`src/rtl/brch_pred_resolve.sv`:
```
// Branch resolve + 2-bit predictor table; pred_taken/brch_taken combinational, mispredict 1 cycle after resolve.
// No backpressure: a resolve is accepted on every cycle res_vld is high.
module brch_pred_resolve #(
  parameter int         DATA_W   = 16,
  parameter int         IDX_W    = 4,
  parameter logic [1:0] CNT_INIT = 2'b01,
  parameter int         STAT_W   = 16
) (
  input  logic              clk,
  input  logic              rst,
  input  logic [DATA_W-1:0] lookup_pc,
  output logic              pred_taken,
  input  logic              res_vld,
  input  logic [DATA_W-1:0] res_pc,
  input  logic [2:0]        res_op,
  input  logic [DATA_W-1:0] res_operand,
  input  logic              res_pred,
  output logic              brch_taken,
  output logic              mispredict,
  output logic [STAT_W-1:0] taken_cnt,
  output logic [STAT_W-1:0] mispred_cnt
);

  localparam int ENTRIES = 1 << IDX_W;

  localparam logic [2:0] OP_EQZ = 3'b000;
  localparam logic [2:0] OP_NEZ = 3'b001;
  localparam logic [2:0] OP_LTZ = 3'b010;
  localparam logic [2:0] OP_GEZ = 3'b011;
  localparam logic [2:0] OP_GTZ = 3'b100;
  localparam logic [2:0] OP_LEZ = 3'b101;
  localparam logic [2:0] OP_ALW = 3'b110;

  typedef enum logic [1:0] {
    CNT_SN = 2'b00,
    CNT_WN = 2'b01,
    CNT_WT = 2'b10,
    CNT_ST = 2'b11
  } cnt_e;

  logic [1:0]       tbl [ENTRIES];
  logic [IDX_W-1:0] lookup_idx;
  logic [IDX_W-1:0] res_idx;
  logic             zf;
  logic             sf;
  logic             cond;
  logic [1:0]       res_next;
  logic             mis_now;
  logic             unused_pc_bits;

  // pc[0] is always zero for 2-byte aligned instructions
  assign lookup_idx = lookup_pc[IDX_W:1];
  assign res_idx    = res_pc[IDX_W:1];
  assign unused_pc_bits = ^{lookup_pc[DATA_W-1:IDX_W+1], lookup_pc[0],
                            res_pc[DATA_W-1:IDX_W+1], res_pc[0]};

  // Lookup reads the registered entry, so a same-cycle update is not yet visible
  assign pred_taken = tbl[lookup_idx][1];

  assign zf = (res_operand == '0);
  assign sf = res_operand[DATA_W-1];

  always_comb begin
    cond = 1'b0;
    case (res_op)
      OP_EQZ:  cond = zf;
      OP_NEZ:  cond = ~zf;
      OP_LTZ:  cond = sf;
      OP_GEZ:  cond = ~sf;
      OP_GTZ:  cond = ~sf & ~zf;
      OP_LEZ:  cond = sf | zf;
      OP_ALW:  cond = 1'b1;
      default: cond = 1'b0;
    endcase
  end

  assign brch_taken = res_vld & cond;
  assign mis_now    = res_vld & (res_pred ^ brch_taken);

  always_comb begin
    res_next = tbl[res_idx];
    case (cnt_e'(tbl[res_idx]))
      CNT_SN:  res_next = brch_taken ? CNT_WN : CNT_SN;
      CNT_WN:  res_next = brch_taken ? CNT_WT : CNT_SN;
      CNT_WT:  res_next = brch_taken ? CNT_ST : CNT_WN;
      CNT_ST:  res_next = brch_taken ? CNT_ST : CNT_WT;
      default: res_next = tbl[res_idx];
    endcase
  end

  always_ff @(posedge clk or posedge rst) begin
    if (rst) begin
      for (int i = 0; i < ENTRIES; i++) begin
        tbl[i] <= CNT_INIT;
      end
    end else if (res_vld) begin
      tbl[res_idx] <= res_next;
    end
  end

  // Statistics saturate so long runs never alias back to small values
  always_ff @(posedge clk or posedge rst) begin
    if (rst) begin
      mispredict  <= 1'b0;
      taken_cnt   <= '0;
      mispred_cnt <= '0;
    end else begin
      mispredict <= mis_now;
      if (brch_taken && !(&taken_cnt)) begin
        taken_cnt <= taken_cnt + 1'b1;
      end
      if (mis_now && !(&mispred_cnt)) begin
        mispred_cnt <= mispred_cnt + 1'b1;
      end
    end
  end

endmodule

```
`config.mk`:
```
export PLATFORM = sky130hd
export DESIGN_NAME = brch_pred_resolve
export DESIGN_NICKNAME = d
export VERILOG_FILES = /design/src/rtl/brch_pred_resolve.sv
export SDC_FILE = /design/constraint.sdc
export NUM_CORES = 1
export LEC_CHECK = 0
export ABC_CLOCK_PERIOD_IN_PS = 2700
export CORE_MARGIN = 2
export CORE_UTILIZATION = 45
export DETAILED_ROUTE_END_ITERATION = 10
export GPL_TIMING_DRIVEN = 0
export PLACE_DENSITY = 0.74
export RECOVER_POWER = 100
export SYNTH_ARGS = -nofsm -noshare
export SYNTH_HDL_FRONTEND = slang
export SYNTH_SLANG_ARGS = --single-unit
export TNS_END_PERCENT = 10
```
`constraint.sdc`:
```
create_clock -name clk -period 2.7 [get_ports clk]
set_input_delay 0.405 -clock clk [delete_from_list [all_inputs] [get_ports clk]]
set_output_delay 0.405 -clock clk [all_outputs]
set_load 0.05 [all_outputs]
```
==> flow_metrics.env, run 1 <==
export IMPL_route_vias_total=2768
export IMPL_yosysUniqueCellTypes=43
export IMPL_hold_buffers=0
export IMPL_powerDensity_nw_per_um2=820.3
export IMPL_die_y_um=90.69
export IMPL_drv_cap=0
export IMPL_grt_max_degree=37
export IMPL_viasPerCell=5.525
export IMPL_cp_end_kind="primary output"
export IMPL_drt_iter0_drc=185
export IMPL_gp_congestion=0.8202
export IMPL_period_needed_ns=2.644
export IMPL_path_max_fanout=4
export IMPL_synth_compound_area_share_pct=8.879
export IMPL_ant_nets=0
export IMPL_rsz0062_at_grt="yes"
export IMPL_finalCritPeriodShare_pct=97.92
export IMPL_die_width_um=90.69
export IMPL_root_buffer="clkbuf_8"
export IMPL_synth_top_family_by_area="simple AND/OR/NAND/NOR gates"
export IMPL_fin_nets=455
export IMPL_die_area_um2=8225
export IMPL_reg2regPathDepth=7
export IMPL_leakage_nw=1.914
export IMPL_syn_area_per_cell_um2=10.54
export IMPL_grt_usage_pct=19.71
export IMPL_wl_per_cell_um=15.72
export IMPL_dp_slack_ns=-0.6276
export IMPL_dp_hpwl_mm=5.803
export IMPL_yosys_mux_area_fraction_pct=10.40
export IMPL_grt_pass1_vias=2712
export IMPL_rows=31
export IMPL_cts_made_buffers=9
export IMPL_mostFrequentLayoutCell="dfrtp_1"
export IMPL_setup_violations=0
export IMPL_synth_warnings=0
export IMPL_ys_seq_area_share_pct=48.69
export IMPL_synth_edf_count=0
export IMPL_start_kind="input port"
export IMPL_antenna_found_initial=0
export IMPL_slew_headroom_pct=26.39
export IMPL_htreeDepth=3
export IMPL_fin_worst_skew_ns=0.01113
export IMPL_ys_async_sr_fraction_pct=100.0
export IMPL_port_buffers=64
export IMPL_cts_buffer_depth=2
export IMPL_drt_wl_total_mm=7.875
export IMPL_clk_latency_ns=0.35
export IMPL_placed_cell_area_um2=4167
export IMPL_synthXorXnorAreaFrac_pct=7.510
export IMPL_drive_above_1_share_pct=16.92
export IMPL_tightest_slew_ns=1.103
export IMPL_grt_overflow=0
export IMPL_hp_class="reg -> reg"
export IMPL_area_growth_pct=30.19
export IMPL_outcome="finished clean"
export IMPL_syn_cell_area_um2=3382
export IMPL_peakVddDrop_uv=523.2
export IMPL_critical_path_required_ns=2.30
export IMPL_worst_hold_path_num_cells=1
export IMPL_syn_nets=378
export IMPL_drt_pass1_iterations=4
export IMPL_io_pins=90
export IMPL_finalHoldViolations=0
export IMPL_diodes=0
export IMPL_slew_viol_final=0
export IMPL_yosys_most_used_dff="dfrtp_1"
export IMPL_worst_slack_ns=0.05621
export IMPL_tns_ns=0
export IMPL_start_util_pct=46.63
export IMPL_cts_tree="yes"
export IMPL_crit_type="in -> out"
export IMPL_route_detailed_drc=0
export IMPL_critPathArrivalTime_ns=2.24
export IMPL_core_area_um2=7253
export IMPL_netlist_instances=321
export IMPL_yosys_area_share_simple_pct=21.98
export IMPL_cts_clk_slew_worst_paths_ns=0.06
export IMPL_fin_area_um2=4403
export IMPL_final_cell_mix="dfrtp_1, nor2_1, dlygate4sd3_1, a21oi_1, xor2_1"
export IMPL_synth_fa_ha_area_share_pct=0.7399
export IMPL_ys_ff_latch=65
export IMPL_fmax_ghz=0.3782
export IMPL_grt_pass1_wl_mm=13.05
export IMPL_clock_sinks=65
==> where the power goes <==
part,internal (mW),total [mW],switching [mW]
Combinational,0.495,1.26,0.768
Clock,0.471,0.851,0.380
Sequential,1.27,1.50,0.228
==> path summary, 6_finish.rpt <==
kind,startpoint,slack [ns],end
min,mispred_cnt[6]$_DFFE_PP0P_,0.48,mispred_cnt[6]$_DFFE_PP0P_
max in group asynchronous,rst,0.49,taken_cnt[2]$_DFFE_PP0P_
min reg2reg,mispred_cnt[6]$_DFFE_PP0P_,0.48,mispred_cnt[6]$_DFFE_PP0P_
max,res_operand[15],0.06,brch_taken
max reg2reg,taken_cnt[0]$_DFFE_PP0P_,0.48,taken_cnt[1]$_DFFE_PP0P_
min in group asynchronous,rst,0.77,mispredict$_DFF_PP0_
==> synth_stat cells, types with 4 or more instances <==
cell type | n | area (µm²)
dfrtp_1 | 49 | 1226
nor2_1 | 44 | 165.2
a21oi_1 | 33 | 165.2
xor2_1 | 26 | 227.7
nand2_1 | 20 | 75.07
dfstp_2 | 16 | 420.4
nand3_1 | 16 | 80.08
mux4_2 | 13 | 292.8
nor3_1 | 13 | 65.06
nor4_1 | 12 | 75.07
nand2b_1 | 7 | 43.79
nor2b_1 | 7 | 43.79
a31oi_1 | 6 | 37.54
nand4_1 | 5 | 31.28
buf_2 | 4 | 20.02
clkbuf_1 | 4 | 15.01
==> per-stage QoR <==
step,hold WS [ns],power [mW],util (%),cells
after detailed placement,0.4802,2.791,57.44,485
final,0.4806,3.612,60.70,501
after CTS,0.4763,3.663,60.69,500
after floorplan,0.4795,2.344,-,321
after global routing,0.5089,3.790,60.70,501
after global placement,0.4811,2.747,57.17,484
==> flip-flops by register name (all words and copies together), names as in the netlist <==
| register | flops |
|---|---|
| mispred_cnt | 16 |
| mispredict | 1 |
| taken_cnt | 16 |
| tbl | 32 |
==> routing by layer <==
metal | share of wire (%) | GRT usage (%)
met3 | 6.5 | 5.175
met4 | 1.0 | 5.897
met1 | 44 | 26.55
met5 | 0 | 0
met2 | 48 | 31.41
==> logic make-up after synthesis <==
family                   count (synthesis)
AND/OR/NAND/NOR                        144
buffers and inverters                   13
flip-flops                              65
XOR/XNOR                                29
multiplexers                            18
AO/OA/AOI/OAI                           50
adder cells (fa/ha/maj)                  2
==> area by class of cell <==
type | instances | area (µm²)
Clock inverter | 4 | 52.55
Fill cell | 594 | 2850
Timing Repair Buffer | 66 | 648.1
Buffer | 10 | 62.56
Tap cell | 99 | 123.9
Multi-Input combinational cell | 243 | 1707
Inverter | 3 | 11.26
Sequential cell | 65 | 1647
Clock buffer | 11 | 151.4
==> critical path, stage by stage <==
cell             delay, ns
clkdlybuf4s50_1       0.47
nor4_2                0.30
nand4_1               0.20
mux2_4                0.37
o21a_1                0.24
buf_2                 0.24
==> timing repair <==
action,CTS,global route
resized for setup,18,3
setup buffers,0,1
pin swaps,0,1
endpoints found under the setup margin,23,24
Note: power is estimated with default switching activity, not from simulation.
==> inputs of run 2 (changes only) <==
--- a/config.mk
+++ b/config.mk
@@ -12,6 +12,7 @@
 export GPL_TIMING_DRIVEN = 0
 export PLACE_DENSITY = 0.74
 export RECOVER_POWER = 100
+export SKIP_LAST_GASP = 1
 export SYNTH_ARGS = -nofsm -noshare
 export SYNTH_HDL_FRONTEND = slang
 export SYNTH_SLANG_ARGS = --single-unit
==> run 2 against run 1 <==
First-iteration DRC count increased by 6.5%. Clock skew grew 0.0016 ns. Global-route usage fell by 0.072 points. Highest routed layer unchanged. Setup slack better by 0.00083 ns. Count of clock-buffer cells in the layout stayed put. Final cell count grew 0.40%. Critical path type unchanged. Sequential share of layout area shrank 0.095 points. Fmax hardly changed. Sequential power barely moved. Flip-flop and latch count did not move. Hold slack improved by 0.0061 ns. Combinational power about the same. Critical endpoint unchanged.
==> flow_metrics.env, run 2 (synthesized netlist as in run 1, its figures left out) <==
export IMPL_outcome="finished clean"
export IMPL_antenna_found_initial=0
export IMPL_drt_wl_total_mm=7.873
export IMPL_pwr_share_clk_pct=23.4
export IMPL_drt_pass1_iterations=4
export IMPL_wl_per_cell_um=15.65
export IMPL_fin_area_um2=4414
export IMPL_diodes=0
export IMPL_grt_max_degree=37
export IMPL_rsz0062_at_grt="yes"
export IMPL_p_sw_mw=1.378
export IMPL_dp_cells=485
export IMPL_stdcell_count=503
export IMPL_grt_usage_pct=19.64
export IMPL_rows=31
export IMPL_mostFrequentLayoutCell="dfrtp_1"
export IMPL_placed_cell_area_um2=4167
export IMPL_path_max_fanout=4
export IMPL_finalHoldViolations=0
export IMPL_grt_pass1_wl_mm=13.03
export IMPL_powerDensity_nw_per_um2=821.7
export IMPL_grt_overflow=0
export IMPL_ant_nets=0
export IMPL_hp_class="reg -> reg"
export IMPL_route_vias_total=2758
export IMPL_start_kind="input port"
export IMPL_cts_made_buffers=9
export IMPL_peakVddDrop_uv=524.0
export IMPL_critPathArrivalTime_ns=2.24
export IMPL_start_util_pct=46.63
export IMPL_clock_sinks=65
export IMPL_reg_top3="tbl x32, mispred_cnt x16, taken_cnt x16"
export IMPL_cts_clk_slew_worst_paths_ns=0.06
export IMPL_period_needed_ns=2.643
export IMPL_final_cell_mix="dfrtp_1, nor2_1, dlygate4sd3_1, a21oi_1, xor2_1"
export IMPL_final_util_pct=60.86
export IMPL_core_area_um2=7253
export IMPL_port_buffers=64
export IMPL_slew_headroom_pct=26.28
export IMPL_cts_tree="yes"
export IMPL_dp_hpwl_mm=5.803
export IMPL_fmax_ghz=0.3784
export IMPL_leakage_nw=1.920
export IMPL_combPwrFrac_pct=35.3
export IMPL_viasPerCell=5.483
export IMPL_crit_type="in -> out"
export IMPL_rrSetupSlack_ns=0.48
export IMPL_gp_congestion=0.8202
export IMPL_drive_above_1_share_pct=17.08
export IMPL_route_detailed_drc=0
export IMPL_root_buffer="clkbuf_8"
export IMPL_clk_latency_ns=0.35
export IMPL_p_total_mw=3.627
export IMPL_setup_violations=0
export IMPL_cts_buffer_depth=2
export IMPL_largest_reg_flops=32
export IMPL_drv_cap=0
export IMPL_htreeDepth=3
export IMPL_fin_nets=457
export IMPL_die_width_um=90.69
export IMPL_tns_ns=0
export IMPL_internal_power_mw=2.249
export IMPL_finalCritPeriodShare_pct=97.89
export IMPL_regMostFlops="tbl"
export IMPL_drt_iter0_drc=197
export IMPL_tightest_slew_ns=1.105
export IMPL_die_area_um2=8225
export IMPL_cp_end_kind="primary output"
export IMPL_p_seq_share_pct=41.3
export IMPL_critical_path_required_ns=2.30
export IMPL_slew_viol_final=0
export IMPL_io_pins=90
export IMPL_die_y_um=90.69
export IMPL_area_growth_pct=30.52
export IMPL_switching_share_pct=37.99
export IMPL_grt_pass1_vias=2713
export IMPL_fin_worst_skew_ns=0.01274
-- run 2: changes by cell type in the layout (fill, tap and decap cells not counted) --
cell | previous run | this run
a22oi_1 | 2 | 1
nand3_1 | 15 | 16
buf_4 | 2 | 3
nand3_2 | 1 | 0
a22oi_2 | 0 | 1
nor4_2 | 4 | 3
clkbuf_4 | 0 | 2
clkbuf_2 | 2 | 1
nor4_1 | 10 | 11
-- run 2: cell type report --
type | count | area, µm²
fillers | 591 | 2839
multi-input cells | 243 | 1700
flip-flops and latches | 65 | 1647
repair buffers | 68 | 665.6
clock buffers | 11 | 151.4
well taps | 99 | 123.9
plain buffers | 10 | 62.56
clock inverters | 4 | 52.55
inverters | 3 | 11.26
-- run 2: what timing repair did --
action / CTS / global route
setup buffers: 0 / 3
hold buffers: 0 / 0
resized for setup: 14 / 6
gates cloned: 0 / 0
pin swaps: 0 / 1
setup endpoints to repair: 23 / 30
-- run 2: layer usage --
| layer | GRT usage [%] | part of all wire [%] |
|---|---|---|
| met5 | 0 | 0 |
| met4 | 5.897 | 1.3 |
| met3 | 5.175 | 6.2 |
| met2 | 31.22 | 48 |
| met1 | 26.50 | 45 |
-- run 2: worst max-delay path, stage by stage --
cell and delay, ns:
clkdlybuf4s50_1 0.47, nor4_2 0.30, nand4_1 0.20, mux2_4 0.37, o21a_1 0.24, buf_2 0.24
-- run 2: power groups by stage --
stage / clock network [mW] / registers (mW) / logic, mW
after floorplan: 0 / 1.79 / 0.556
after global placement: 0 / 1.50 / 1.25
after detailed placement: 0 / 1.51 / 1.28
after CTS: 0.860 / 1.50 / 1.29
after global routing: 0.904 / 1.53 / 1.37
final: 0.849 / 1.50 / 1.28
-- run 2: path summary, 6_finish.rpt --
check,startpoint,to,cells past startpoint
min,mispred_cnt[6]$_DFFE_PP0P_,mispred_cnt[6]$_DFFE_PP0P_,1
max reg2reg,taken_cnt[0]$_DFFE_PP0P_,taken_cnt[1]$_DFFE_PP0P_,7
min in group asynchronous,rst,mispredict$_DFF_PP0_,2
min reg2reg,mispred_cnt[6]$_DFFE_PP0P_,mispred_cnt[6]$_DFFE_PP0P_,1
max,res_operand[15],brch_taken,6
max in group asynchronous,rst,tbl[15]$_DFFE_PP0P_,3
-- run 2: stage by stage --
step | hold slack [ns] | setup slack [ns]
after floorplan | 0.4795 | 0.3646
after global placement | 0.4811 | -0.5986
after detailed placement | 0.4802 | -0.6276
after CTS | 0.4763 | -0.09969
after global routing | 0.5089 | -0.03594
final | 0.4868 | 0.05704
